## src/rtl/reg4_bank_ctrl_if.sv

```systemverilog
// Requester/bank-side signal bundle for reg4_bank_ctrl.
// Optional err_a/err_b ports exist only when REG4_BANK_CTRL_ERR_EN is defined.
interface reg4_bank_ctrl_if #(
    parameter int NREG = 6,
    parameter int AW   = 3
);
    logic            req_a, req_b;
    logic [1:0]      op_a, op_b;
    logic [AW-1:0]   dst_a, dst_b;
    logic [AW-1:0]   src_a, src_b;
    logic [3:0]      wdata_a, wdata_b;
    logic            gnt_a, gnt_b;
    logic            done_a, done_b;
    logic [3:0]      rdata;
    logic [NREG-1:0] reg_inen;
    logic [NREG-1:0] reg_oen;
    logic            reg_clr;
    logic            bus_drv;
    logic [3:0]      bus_wdata;
    logic [3:0]      bus_rdata;
    logic            busy;
`ifdef REG4_BANK_CTRL_ERR_EN
    logic            err_a, err_b;
`endif

    modport slave (
        input  req_a, req_b, op_a, op_b, dst_a, dst_b, src_a, src_b,
               wdata_a, wdata_b, bus_rdata,
        output gnt_a, gnt_b, done_a, done_b, rdata, reg_inen, reg_oen,
               reg_clr, bus_drv, bus_wdata, busy
`ifdef REG4_BANK_CTRL_ERR_EN
             , err_a, err_b
`endif
    );

    modport master (
        output req_a, req_b, op_a, op_b, dst_a, dst_b, src_a, src_b,
               wdata_a, wdata_b, bus_rdata,
        input  gnt_a, gnt_b, done_a, done_b, rdata, reg_inen, reg_oen,
               reg_clr, bus_drv, bus_wdata, busy
`ifdef REG4_BANK_CTRL_ERR_EN
             , err_a, err_b
`endif
    );
endinterface

```

## src/rtl/reg4_bank_ctrl.sv

```systemverilog
// Two-requester round-robin sequencer for a bank of NREG 4-bit registers on a shared bus.
// Define REG4_BANK_CTRL_ERR_EN to get err_a/err_b out-of-range address pulses.
module reg4_bank_ctrl #(
    parameter int NREG = 6,
    parameter int AW   = 3
) (
    input  logic             clk,
    input  logic             clr_n,
    reg4_bank_ctrl_if.slave  bus
);
    typedef enum logic [1:0] {S_IDLE, S_EXEC, S_DONE} state_t;

    localparam logic [1:0] OP_WR  = 2'b00;
    localparam logic [1:0] OP_RD  = 2'b01;
    localparam logic [1:0] OP_MV  = 2'b10;
    localparam logic [1:0] OP_CLR = 2'b11;
    localparam logic [AW:0] NREG_W = (AW+1)'(NREG);

    typedef struct packed {
        logic [1:0]    op;
        logic [AW-1:0] src;
        logic [AW-1:0] dst;
        logic [3:0]    wdata;
    } cmd_t;

    state_t     state, state_nxt;
    cmd_t       cmd, cmd_nxt;
    logic       owner_b, owner_nxt;
    logic       fav_b, fav_nxt;
    logic       pick_b;
    logic [3:0] rdata_q;

    always_ff @(posedge clk or negedge clr_n) begin
        if (!clr_n) begin
            state   <= S_IDLE;
            cmd     <= '0;
            owner_b <= 1'b0;
            fav_b   <= 1'b0;
        end else begin
            state   <= state_nxt;
            cmd     <= cmd_nxt;
            owner_b <= owner_nxt;
            fav_b   <= fav_nxt;
        end
    end

    // fav_b flips to whoever lost, so a pair of continuous requesters alternates.
    always_comb begin
        state_nxt = state;
        cmd_nxt   = cmd;
        owner_nxt = owner_b;
        fav_nxt   = fav_b;
        pick_b    = bus.req_b & (~bus.req_a | fav_b);
        case (state)
            S_IDLE: begin
                if (bus.req_a | bus.req_b) begin
                    state_nxt = S_EXEC;
                    owner_nxt = pick_b;
                    fav_nxt   = ~pick_b;
                    cmd_nxt   = pick_b ? cmd_t'{bus.op_b, bus.src_b, bus.dst_b, bus.wdata_b}
                                       : cmd_t'{bus.op_a, bus.src_a, bus.dst_a, bus.wdata_a};
                end
            end
            S_EXEC:  state_nxt = S_DONE;
            S_DONE:  state_nxt = S_IDLE;
            default: state_nxt = S_IDLE;
        endcase
    end

    logic exec, fin;
    logic src_bad, dst_bad, op_bad;
    logic src_en, dst_en;

    assign exec    = (state == S_EXEC);
    assign fin     = (state == S_DONE);
    assign src_bad = {1'b0, cmd.src} >= NREG_W;
    assign dst_bad = {1'b0, cmd.dst} >= NREG_W;

    // An op touching any out-of-range register fires no strobe at all.
    always_comb begin
        op_bad = 1'b0;
        case (cmd.op)
            OP_WR:   op_bad = dst_bad;
            OP_RD:   op_bad = src_bad;
            OP_MV:   op_bad = src_bad | dst_bad;
            default: op_bad = 1'b0;
        endcase
    end

    assign src_en = exec & ~op_bad & ((cmd.op == OP_RD) | (cmd.op == OP_MV));
    assign dst_en = exec & ~op_bad & ((cmd.op == OP_WR) |
                                      ((cmd.op == OP_MV) & (cmd.src != cmd.dst)));

    for (genvar i = 0; i < NREG; i++) begin : g_dec
        assign bus.reg_oen[i]  = src_en & (cmd.src == AW'(i));
        assign bus.reg_inen[i] = dst_en & (cmd.dst == AW'(i));
    end

    always_ff @(posedge clk or negedge clr_n) begin
        if (!clr_n)
            rdata_q <= 4'h0;
        else if (exec && cmd.op == OP_RD)
            rdata_q <= bus.bus_rdata;
    end

    assign bus.gnt_a     = exec & ~owner_b;
    assign bus.gnt_b     = exec &  owner_b;
    assign bus.done_a    = fin  & ~owner_b;
    assign bus.done_b    = fin  &  owner_b;
    assign bus.rdata     = rdata_q;
    assign bus.reg_clr   = exec & (cmd.op == OP_CLR);
    assign bus.bus_drv   = exec & ~op_bad & (cmd.op == OP_WR);
    assign bus.bus_wdata = bus.bus_drv ? cmd.wdata : 4'h0;
    assign bus.busy      = (state != S_IDLE);

`ifdef REG4_BANK_CTRL_ERR_EN
    assign bus.err_a = fin & ~owner_b & op_bad;
    assign bus.err_b = fin &  owner_b & op_bad;
`endif
endmodule

```

## src/flat_wrapper.sv

```systemverilog
// flat-port wrapper written by rule: the top's interface ports become plain ports
module reg4_bank_ctrl_flat 
#(
    parameter int NREG = 6,
    parameter int AW   = 3
)
  (clk, clr_n, bus_req_a, bus_req_b, bus_op_a, bus_op_b, bus_dst_a, bus_dst_b, bus_src_a, bus_src_b, bus_wdata_a, bus_wdata_b, bus_bus_rdata, bus_gnt_a, bus_gnt_b, bus_done_a, bus_done_b, bus_rdata, bus_reg_inen, bus_reg_oen, bus_reg_clr, bus_bus_drv, bus_bus_wdata, bus_busy);
  reg4_bank_ctrl_if #(.NREG(NREG), .AW(AW)) bus_i ();
  input  logic clk;
  input  logic clr_n;
  input wire logic [$bits(bus_i.req_a)-1:0] bus_req_a;
  input wire logic [$bits(bus_i.req_b)-1:0] bus_req_b;
  input wire logic [$bits(bus_i.op_a)-1:0] bus_op_a;
  input wire logic [$bits(bus_i.op_b)-1:0] bus_op_b;
  input wire logic [$bits(bus_i.dst_a)-1:0] bus_dst_a;
  input wire logic [$bits(bus_i.dst_b)-1:0] bus_dst_b;
  input wire logic [$bits(bus_i.src_a)-1:0] bus_src_a;
  input wire logic [$bits(bus_i.src_b)-1:0] bus_src_b;
  input wire logic [$bits(bus_i.wdata_a)-1:0] bus_wdata_a;
  input wire logic [$bits(bus_i.wdata_b)-1:0] bus_wdata_b;
  input wire logic [$bits(bus_i.bus_rdata)-1:0] bus_bus_rdata;
  output wire logic [$bits(bus_i.gnt_a)-1:0] bus_gnt_a;
  output wire logic [$bits(bus_i.gnt_b)-1:0] bus_gnt_b;
  output wire logic [$bits(bus_i.done_a)-1:0] bus_done_a;
  output wire logic [$bits(bus_i.done_b)-1:0] bus_done_b;
  output wire logic [$bits(bus_i.rdata)-1:0] bus_rdata;
  output wire logic [$bits(bus_i.reg_inen)-1:0] bus_reg_inen;
  output wire logic [$bits(bus_i.reg_oen)-1:0] bus_reg_oen;
  output wire logic [$bits(bus_i.reg_clr)-1:0] bus_reg_clr;
  output wire logic [$bits(bus_i.bus_drv)-1:0] bus_bus_drv;
  output wire logic [$bits(bus_i.bus_wdata)-1:0] bus_bus_wdata;
  output wire logic [$bits(bus_i.busy)-1:0] bus_busy;
  assign bus_i.req_a = bus_req_a;
  assign bus_i.req_b = bus_req_b;
  assign bus_i.op_a = bus_op_a;
  assign bus_i.op_b = bus_op_b;
  assign bus_i.dst_a = bus_dst_a;
  assign bus_i.dst_b = bus_dst_b;
  assign bus_i.src_a = bus_src_a;
  assign bus_i.src_b = bus_src_b;
  assign bus_i.wdata_a = bus_wdata_a;
  assign bus_i.wdata_b = bus_wdata_b;
  assign bus_i.bus_rdata = bus_bus_rdata;
  assign bus_gnt_a = bus_i.gnt_a;
  assign bus_gnt_b = bus_i.gnt_b;
  assign bus_done_a = bus_i.done_a;
  assign bus_done_b = bus_i.done_b;
  assign bus_rdata = bus_i.rdata;
  assign bus_reg_inen = bus_i.reg_inen;
  assign bus_reg_oen = bus_i.reg_oen;
  assign bus_reg_clr = bus_i.reg_clr;
  assign bus_bus_drv = bus_i.bus_drv;
  assign bus_bus_wdata = bus_i.bus_wdata;
  assign bus_busy = bus_i.busy;
  reg4_bank_ctrl #(.NREG(NREG), .AW(AW)) u_core (.clk(clk), .clr_n(clr_n), .bus(bus_i));
endmodule
```

## config.mk

```make
export PLATFORM = sky130hd
export DESIGN_NAME = reg4_bank_ctrl_flat
export DESIGN_NICKNAME = d
export VERILOG_FILES = /design/src/rtl/reg4_bank_ctrl_if.sv /design/src/rtl/reg4_bank_ctrl.sv /design/src/flat_wrapper.sv
export SDC_FILE = /design/constraint.sdc
export NUM_CORES = 1
export LEC_CHECK = 0
export BUFFER_PORTS_ARGS = -buffer_cell sky130_fd_sc_hd__buf_4
export CAP_MARGIN = 10
export CORE_MARGIN = 2
export CORE_UTILIZATION = 50
export CTS_CLUSTER_DIAMETER = 80
export DETAILED_ROUTE_END_ITERATION = 10
export GPL_TIMING_DRIVEN = 1
export PLACE_DENSITY = 0.87
export SYNTH_ARGS = -nofsm -noshare
export SYNTH_HDL_FRONTEND = slang
export SYNTH_SLANG_ARGS = --single-unit
```

## constraint.sdc

```tcl
create_clock -name clk -period 5.1 [get_ports clk]
set_clock_uncertainty 0.2 [all_clocks]
set_input_delay 0.51 -clock clk [delete_from_list [all_inputs] [get_ports clk]]
set_output_delay 0.51 -clock clk [all_outputs]
set_load 0.02 [all_outputs]
```

==> impl_metrics.csv, run 1 <==
group,metric,value,unit
detailed_routing,vias,1298,
yosys,synth_edf_count,0,
floorplanning,rows,18,
yosys,synth_seq_area_share,37.7,%
flow_run,maxCapViolCount,0,
min_path,min_to,"u_core.bus.rdata[0]$_DFFE_PN0P_",
worst_setup_path,crit_chain,"inv_1, ha_1, o21ai_0, o21ai_2, nor3_1, buf_4",
detailed_routing,antenna_left,0,
worst_setup_path,crit_path_start_kind,"register",
yosys,yosys.area.top_type,"dfrtp_1",
floorplanning,die_x,55.5,um
detailed_routing,drt-initial-drc-count,30,
timing,setup_violations,0,
grt,grt_overflow,0,
clock_tree,clk_transition_reported_paths,0.10,ns
floorplanning,ios,59,
outcome,status,"finished, final reports clean",
clock_tree,clk-insertion-delay-late,0.29,ns
timing,tns,0,ns
yosys,syn_avg_cell_area,8.90,um^2
detailed_routing,routed-wl-met2,1.69,mm
timing,fin_crit_sh,56.0,%
layout,diodes,0,
power,leakagePower,0.903,nW
yosys,yosysMostFrequentCell,"inv_1",
yosys,ys_seq_elements,20,
grt,grt_first_pass_wirelength,5.66,mm
layout,regArea,500,um^2
detailed_routing,met1_length,1.45,mm
detailed_routing,topRoutingLayerUsed,"met4",
yosys,synth_common_cells,"25 x inv_1, 20 x dfrtp_1, 13 x o21ai_0, 12 x nor3_1, 12 x o221ai_1",
timing,max-slew-margin-rel,50.3,%
worst_setup_path,r2r_start,"u_core.state[0]$_DFFE_PN0P_",
layout,drive_above_1_share,34.8,%
floorplanning,fp.coreArea,0.00250,mm^2
timing,slew_viol_final,0,
timing,worst_pin_slew,0.742,ns
floorplanning,die_area,0.00308,mm^2
timing,rsz0062_at_grt,"no",
place,globalplace.congestion,0.789,
floorplanning,initial_core_util,53.1,%
power,p_per_area,530,mW/mm^2
yosys,synthFlopType,"dfrtp_1",
layout,nets,243,
layout,synthToLayoutAreaGrowth,35.1,%
place,io_buffers,58,
place,dpl.hpwl,2.68,mm
layout,multi_input_area,684,um^2
yosys,synth.area.top_cells,"dfrtp_1 38%, o221ai_1 7.9%, inv_1 7.1%, o21ai_0 4.9%, ha_1 4.7%",
worst_setup_path,worstPathRequired,4.39,ns
worst_setup_path,reg2reg_slack,3.37,ns
timing,layout_min_cycle_time,2.85,ns
worst_setup_path,rr_endpoint,"u_core.bus.rdata[3]$_DFFE_PN0P_",
place,pre_cts_slack,2.59,ns
yosys,ys_async_sr_fraction,100,%
worst_setup_path,crit_family,"compound AO/OA/AOI/OAI gates",
clock_tree,clkSinkCount,20,
yosys,ys_warn_count,0,
layout,fillers,187,
detailed_routing,post_drt_wl_per_cell,14.3,um
detailed_routing,drc,0,
clock_tree,cts-root-buf,"clkbuf_4",
yosys,syn_nets,186,
detailed_routing,first_pass_iters,5,
worst_setup_path,r2r_cells,3,
worst_setup_path,cp.arrival,2.14,ns
worst_setup_path,end_kind,"output pin",
worst_setup_path,cpPeakStageDelay,0.44,ns
worst_setup_path,cp_max_fo,11,
timing,max_clock_freq,350,MHz
detailed_routing,via_per_inst,5.55,
yosys,syn-cell-area,0.00133,mm^2
grt,grt_antenna_before_repair,0,
grt,grt_max_degree,21,
grt,grt_pass1_vias,1284,
worst_setup_path,cp_num_buf_inv,2,
yosys,yosys.area.top_type_share,37.7,%
yosys,synthCells,149,
detailed_routing,route.met3.wl,153,um
clock_tree,htreeDepth,1,
min_path,min_path_type,"in -> reg",
worst_setup_path,crit_type,"reg -> out",
yosys,ys_types,34,
clock_tree,cts_tree,"done",
floorplanning,die_h,55.5,um
worst_setup_path,cp_slowest_cell,"o21ai_2",
power,ir_drop,340,uV
timing,hold_viol,0,
min_path,worstHoldStart,"bus_bus_rdata[0]",
detailed_routing,wirelength,3.35,mm
timing,setup_ws,2.25,ns
clock_tree,numCtsBuffers,3,
grt,grt_use_total,22.6,%
worst_setup_path,worstSetupPathDepth,6,
min_path,min_path_cells,2,
clock_tree,clockBufferDepth,2,
worst max-delay path by stage:
stage / start / to
2_1_floorplan: u_core.cmd[10]$_DFFE_PN0P_ / bus_reg_oen[1]
3_3_place_gp: u_core.cmd[10]$_DFFE_PN0P_ / bus_bus_wdata[2]
3_5_place_dp: u_core.cmd[10]$_DFFE_PN0P_ / bus_reg_oen[1]
4_1_cts: u_core.cmd[10]$_DFFE_PN0P_ / bus_reg_oen[1]
5_1_grt: u_core.cmd[10]$_DFFE_PN0P_ / bus_reg_oen[1]
6_report: u_core.cmd[10]$_DFFE_PN0P_ / bus_bus_wdata[3]
placed cells by master, fill, tap and decap left out, drive strengths merged:
cell         instances
buf                 59
inv                 25
dfrtp               20
o21ai               14
nor3                12
o221ai              12
nand2               12
nor2                 7
nand2b               5
ha                   5
mux2                 4
xor2                 3
nand3                3
clkbuf               3
nor4bb               3
nor4                 3
nor2b                2
and2                 2
nand4                2
nor3b                2
nor4b                2
o21a                 1
nand4b               1
and3b                1
dlygate4sd3          1
timing repair:
| item | in CTS | in global routing |
|---|---|---|
| setup buffers | 0 | 0 |
| endpoints found under the setup margin | 0 | 0 |
| hold buffers | 1 | 0 |
| resized for setup | 0 | 0 |
| hold endpoints to repair | 20 | 0 |
where the power goes:
| group | switching, mW | internal, mW | leakage, nW | total [mW] |
|---|---|---|---|---|
| logic | 0.320 | 0.232 | 0.645 | 0.552 |
| clock network | 0.0464 | 0.0275 | 0.0138 | 0.0740 |
| registers | 0.0871 | 0.236 | 0.244 | 0.323 |
per-layer routing:
layer	up-vias	track usage, %
li1	630	-
met1	615	28.4
met2	43	39.1
met3	10	2.34
met4	0	9.41
met5	-	0
kinds of logic after synthesis:
group                    Yosys count  share of synthesized area, %
multiplexers                       4                          3.40
AND/OR/NAND/NOR                   57                          27.5
XOR/XNOR                           3                          1.98
buffers and inverters             33                          10.7
adder cells (fa/ha/maj)            5                          4.72
AO/OA/AOI/OAI                     27                          14.1
flip-flops                        20                          37.7
stage by stage:
| stage | power (mW) | area, um^2 | std cells | util [%] | hold slack, ns |
|---|---|---|---|---|---|
| 6_report | 0.950 | 1790 | 234 | 71.7 | 0.221 |
| 5_1_grt | 1.02 | 1790 | 234 | 71.7 | 0.219 |
| 4_1_cts | 0.951 | 1790 | 234 | 71.7 | 0.216 |
| 3_5_place_dp | 0.876 | 1760 | 230 | 70.4 | 0.202 |
| 3_3_place_gp | 0.843 | 1760 | 230 | 70.4 | 0.198 |
| 2_1_floorplan | 0.703 | 1330 | 149 | - | 0.0144 |
state kept, by name, indices dropped and copies added, names as in the netlist:
| register | flops |
|---|---|
| u_core.owner_b | 1 |
| u_core.state | 2 |
| u_core.bus.rdata | 4 |
| u_core.fav_b | 1 |
| u_core.cmd | 12 |
final cells by class:
cell class              count  share of cell area, %
multi-input cells          96                   38.2
repair buffers             60                   25.3
clock buffers               3                   1.26
well taps                  30                   2.09
flip-flops and latches     20                   27.9
inverters                  25                   5.24
worst reg2reg max path: stages, from the launching register on:
cell     delay [ns]
dfrtp_1        0.43
nor2b_1        0.47
nand2_2        0.17
mux2_1         0.35
Power figures use the tool's default switching activity.
==> run 2: changes to the inputs <==
ABC_AREA = 1   (was default)
CORE_UTILIZATION = 41   (was 50)
PLACE_DENSITY = 0.78   (was 0.87)
clock period = 2.35 ns   (was 5.1 ns; I/O delays follow)
==> impl_metrics.csv, run 2 <==
group,metric,value,unit
layout,stdcell_count,286,
worst_setup_path,crit_path_start_kind,"register",
worst_setup_path,cp_num_buf_inv,3,
layout,regMostFlops,"u_core.cmd",
floorplanning,die_area,0.00344,mm^2
worst_setup_path,cp_max_fo,6,
timing,setup_ws,-0.00608,ns
clock_tree,clockBufferDepth,2,
layout,stdcell_area,0.00216,mm^2
yosys,ys_seq_elements,20,
clock_tree,clk-insertion-delay-late,0.30,ns
outcome,status,"finished with violations",
place,dpl.hpwl,2.23,mm
yosys,ys_async_sr_fraction,100,%
layout,fillers,196,
detailed_routing,via_per_inst,4.87,
grt,grt_antenna_before_repair,0,
place,pre_cts_slack,0.370,ns
timing,setup_violations,2,
worst_setup_path,crit_chain,"inv_4, ha_4, inv_2, nand2_2, nand2_2, nand2_2, a21oi_4, nand2_4, nor2_2, buf_4",
clock_tree,clk_transition_reported_paths,0.12,ns
timing,rsz0062_at_grt,"yes",
timing,worst_pin_slew,0.410,ns
yosys,synth_seq_area_share,40.8,%
power,ir_drop,803,uV
place,dp.cells,250,
yosys,ys_types,20,
yosys,yosysMostFrequentCell,"nand2_1",
layout,diodes,0,
clock_tree,htreeDepth,1,
detailed_routing,wirelength,3.85,mm
yosys,syn_nets,201,
detailed_routing,post_drt_wl_per_cell,13.5,um
layout,drive_above_1_share,39.2,%
detailed_routing,first_pass_iters,7,
layout,nets,293,
floorplanning,initial_core_util,43.7,%
power,p_per_area,1230,mW/mm^2
grt,use_met1,27.1,%
worst_setup_path,worstPathRequired,1.91,ns
timing,max-slew-margin-rel,72.5,%
worst_setup_path,crit_type,"reg -> out",
worst_setup_path,cp_slowest_cell,"dfrtp_2",
layout,layout_commonest_cell,"buf_4",
worst_setup_path,cpPeakStageDelay,0.47,ns
timing,max_clock_freq,424,MHz
worst_setup_path,cp.arrival,1.92,ns
clock_tree,clkSinkCount,20,
yosys,synthCells,164,
floorplanning,ios,59,
outcome,violations,"design-rule violations, negative setup slack",
yosys,syn_avg_cell_area,7.48,um^2
timing,fin_crit_sh,100,%
place,detailed_place.area,0.00168,mm^2
floorplanning,fp.coreArea,0.00281,mm^2
yosys,synth.area.top_cells,"dfrtp_1 41%, nand2_1 14%, inv_1 8.0%, a22oi_1 7.3%, nor2_1 7.0%",
grt,top_usage_layer,"met2",
grt,grt_use_total,21.5,%
layout,largest_reg_flops,12,
grt,grt_pass1_vias,1280,
worst_setup_path,path_common_cell,"nand2_2",
yosys,yosys.area.top_type_share,40.8,%
min_path,min_path_type,"in -> reg",
detailed_routing,vias,1393,
clock_tree,cts-root-buf,"clkbuf_4",
grt,grt_overflow,0,
clock_tree,numCtsBuffers,3,
yosys,synth_edf_count,0,
worst_setup_path,end_kind,"output pin",
detailed_routing,drt-initial-drc-count,62,
timing,hold_viol,0,
detailed_routing,antenna_left,0,
grt,grt_max_degree,21,
yosys,yosys.area.top_type,"dfrtp_1",
grt,gr-usage-met3,2.64,%
grt,grt_first_pass_wirelength,5.61,mm
yosys,syn-cell-area,0.00123,mm^2
floorplanning,die_h,58.7,um
layout,final_util,77.0,%
worst_setup_path,crit_family,"flip-flops",
floorplanning,rows,19,
layout,layout_common_cells,"56 x buf_4, 43 x nand2_1, 29 x dlygate4sd3_1",
yosys,synthFlopType,"dfrtp_1",
place,globalplace.congestion,0.730,
timing,tns,-0.00900,ns
detailed_routing,drc,3,
timing,layout_min_cycle_time,2.36,ns
grt,use_met2,37.2,%
place,io_buffers,58,
flow_run,maxCapViolCount,0,
power,leakagePower,1.12,nW
floorplanning,die_x,58.7,um
yosys,synth_common_cells,"46 x nand2_1, 26 x inv_1, 23 x nor2_1, 20 x dfrtp_1, 12 x a22oi_1",
timing,slew_viol_final,0,
clock_tree,cts_tree,"done",
yosys,ys_warn_count,0,
layout,synthToLayoutAreaGrowth,76.2,%
[run 2: changes by cell type in the layout (fill, tap and decap cells not counted), sizes merged, moves of 3 or more]
cell         delta
nor4bb          -3
xor2            -3
nor2           +19
nand2          +37
nand2b          -5
o21ai          -12
nand3           +6
o221ai         -12
nor3           -10
nor4            -3
dlygate4sd3    +28
a22oi          +12
inv             +4
[run 2: cell families after synthesis]
logic type | Yosys count | synth area share [%]
compound gates | 17 | 10.8
fa+ha+maj | 5 | 5.10
buf+inv | 32 | 10.5
flops | 20 | 40.8
mux | 4 | 3.67
simple gates | 86 | 29.1
[run 2: worst reg2reg max path, cell delays in order (launching register included)]
cell	delay [ns]
dfrtp_1	0.45
nor2_2	0.20
o21ai_4	0.17
inv_2	0.11
nand2_1	0.09
inv_2	0.19
nand2_1	0.10
nand2_1	0.08
dlygate4sd3_1	0.55
[run 2: final timing paths]
kind,end,slack [ns],start,cells past startpoint
max in group asynchronous,u_core.cmd[11]$_DFFE_PN0P_,1.59,clr_n,2
min reg2reg,u_core.bus.rdata[3]$_DFFE_PN0P_,0.32,u_core.bus.rdata[3]$_DFFE_PN0P_,1
min in group asynchronous,u_core.bus.rdata[1]$_DFFE_PN0P_,0.13,clr_n,2
max reg2reg,u_core.cmd[6]$_DFFE_PN0P_,0.16,u_core.state[1]$_DFFE_PN0P_,8
max,bus_reg_inen[2],-0.006,u_core.cmd[10]$_DFFE_PN0P_,10
min,u_core.state[0]$_DFFE_PN0P_,0.09,bus_req_b,3
[run 2: layout make-up]
type,count,area (um^2),area share (%)
repair buffers,90,767,35.5
multi-input cells,112,702,32.5
flip-flops and latches,20,503,23.3
inverters,29,114,5.27
well taps,31,38.8,1.80
clock buffers,4,36.3,1.68
[run 2: through the flow]
step                total power, mW  hold slack (ns)
finish                         2.65           0.0926
global route                   2.85           0.0964
CTS                            2.34           0.0952
detailed placement             1.91          -0.0696
global placement               1.89          -0.0735
floorplan                      1.54           -0.261
[run 2: metal layers]
metal  part of all wire (%)  up-vias
met3                    5.4        6
li1                       -      691
met5                      0        -
met4                    1.9        0
met2                     52       53
met1                     40      643
[run 2: what timing repair did]
| action | in CTS | in global routing |
|---|---|---|
| setup buffers | 0 | 3 |
| gates resized for setup | 0 | 38 |
| hold endpoints to repair | 36 | 0 |
| hold buffers | 29 | 0 |
| endpoints found under the setup margin | 0 | 18 |
[run 2: report_power, final]
| group | leakage [nW] | internal, mW | switching [mW] | total [mW] |
|---|---|---|---|---|
| registers | 0.240 | 0.522 | 0.214 | 0.735 |
| clock network | 0.0210 | 0.0945 | 0.111 | 0.206 |
| logic | 0.861 | 0.790 | 0.917 | 1.71 |
==> run 3: changes to the inputs <==
CORE_MARGIN = default   (was 2)
SETUP_SLACK_MARGIN = 0.15   (was default)
SKIP_CTS_REPAIR_TIMING = 1   (was default)
==> impl_metrics.csv, run 3 (synthesis gave the netlist of run 2 again) <==
group,metric,value,unit
place,dp.cells,250,
grt,grt_use_total,17.8,%
timing,slew_viol_final,0,
worst_setup_path,cp_num_buf_inv,3,
power,ir_drop,769,uV
worst_setup_path,cpPeakStageDelay,0.43,ns
power,clock_power_share,8.1,%
layout,nets,294,
power,combinationalPowerShare,63.7,%
clock_tree,clockBufferDepth,2,
outcome,violations,"design-rule violations, negative setup slack",
worst_setup_path,end_kind,"output pin",
floorplanning,die_x,56.7,um
timing,setup_ws,-0.0690,ns
detailed_routing,wirelength,4.10,mm
grt,grt_overflow,0,
timing,max_clock_freq,413,MHz
outcome,status,"finished with violations",
power,p_int,1.27,mW
place,io_buffers,58,
worst_setup_path,crit_chain,"buf_6, ha_4, inv_2, nand2_2, nand2_2, nand2_2, a21oi_4, nand2_4, nor2_4, buf_6",
detailed_routing,post_drt_wl_per_cell,14.3,um
layout,regMostFlops,"u_core.cmd",
floorplanning,die_area,0.00321,mm^2
grt,grt_pass1_vias,1069,
detailed_routing,via_per_inst,5.07,
layout,drive_above_1_share,40.2,%
worst_setup_path,startpoint,"u_core.cmd[11]$_DFFE_PN0P_",
clock_tree,htreeDepth,1,
worst_setup_path,cp.arrival,1.98,ns
layout,layout_commonest_cell,"buf_4",
timing,tns,-0.394,ns
timing,max-slew-margin-rel,60.3,%
detailed_routing,drc,4,
worst_setup_path,cp_slowest_cell,"dfrtp_1",
worst_setup_path,crit_path_start_kind,"register",
min_path,worstHoldStart,"bus_req_b",
detailed_routing,antenna_left,0,
clock_tree,cts_tree,"done",
worst_setup_path,worstPathRequired,1.91,ns
worst_setup_path,crit_type,"reg -> out",
floorplanning,rows,19,
grt,grt_antenna_before_repair,0,
power,p_seq_share,28.3,%
min_path,min_path_type,"in -> reg",
timing,setup_violations,11,
floorplanning,initial_core_util,43.7,%
place,dpl.hpwl,2.12,mm
clock_tree,cts-root-buf,"clkbuf_4",
place,pre_cts_slack,0.350,ns
worst_setup_path,crit_family,"simple AND/OR/NAND/NOR gates",
timing,worst_pin_slew,0.595,ns
flow_run,maxCapViolCount,0,
power,switching_share,49.7,%
timing,fin_crit_sh,103,%
power,p_per_area,1140,mW/mm^2
floorplanning,ios,59,
detailed_routing,drt-initial-drc-count,54,
layout,stdcell_count,287,
detailed_routing,first_pass_iters,7,
timing,rsz0062_at_grt,"yes",
detailed_routing,vias,1454,
timing,layout_min_cycle_time,2.42,ns
timing,hold_ws,0.106,ns
place,globalplace.congestion,0.788,
layout,largest_reg_flops,12,
power,switchingPower,1.25,mW
layout,diodes,0,
clock_tree,clkSinkCount,20,
floorplanning,die_h,56.7,um
layout,synthToLayoutAreaGrowth,80.4,%
clock_tree,clk_transition_reported_paths,0.12,ns
grt,grt_max_degree,21,
timing,hold_viol,0,
worst_setup_path,path_common_cell,"nand2_2",
layout,layout_common_cells,"49 x buf_4, 43 x nand2_1, 29 x dlygate4sd3_1",
floorplanning,fp.coreArea,0.00281,mm^2
power,leakagePower,1.12,nW
worst_setup_path,cp_max_fo,6,
clock_tree,numCtsBuffers,3,
grt,grt_first_pass_wirelength,4.46,mm
clock_tree,clk-insertion-delay-late,0.31,ns
worst_setup_path,r2r_start,"u_core.state[0]$_DFFE_PN0P_",
run 3: final timing paths:
check | cells past startpoint | slack, ns | to
setup / recovery | 10 | -0.07 | bus_reg_inen[3]
hold / removal | 4 | 0.11 | u_core.fav_b$_DFFE_PN0P_
setup reg to reg | 5 | 0.65 | u_core.cmd[3]$_DFFE_PN0P_
hold reg to reg | 1 | 0.32 | u_core.bus.rdata[1]$_DFFE_PN0P_
max in group asynchronous | 2 | 1.60 | u_core.cmd[10]$_DFFE_PN0P_
min in group asynchronous | 2 | 0.12 | u_core.bus.rdata[1]$_DFFE_PN0P_
run 3: cell type report:
| cell class | count | area (um^2) |
|---|---|---|
| Timing Repair Buffer | 91 | 805 |
| Multi-Input combinational cell | 112 | 722 |
| Fill cell | 166 | 593 |
| Sequential cell | 20 | 502 |
| Inverter | 29 | 109 |
| Tap cell | 31 | 38.8 |
| Clock buffer | 4 | 36.3 |
run 3: worst register-to-register path: stages (launching register included):
cell and delay, ns:
dfrtp_1 0.43, nor2_2 0.16, inv_1 0.08, nor2_2 0.45
a22oi_1 0.19, nand2_1 0.12
run 3: metrics by stage:
step	utilization (%)	instance area, um^2	power [mW]
floorplan	-	1230	1.54
global placement	59.9	1680	1.89
detailed placement	59.9	1680	1.91
CTS	61.2	1720	2.11
global route	78.9	2210	2.68
finish	78.9	2210	2.52
run 3: per-layer routing:
layer  GRT usage (%)  share of wire [%]
met1            23.9                 37
met2            29.8                 54
met3            1.38                4.8
met4            6.43                3.9
met5               0                  0
run 3: power groups by stage:
stage               clock network (mW)  logic (mW)  registers, mW
global placement                     0        1.19          0.702
CTS                              0.195        1.21          0.702
finish                           0.203        1.60          0.712
detailed placement                   0        1.20          0.709
floorplan                            0       0.832          0.708
global route                     0.214        1.73          0.734
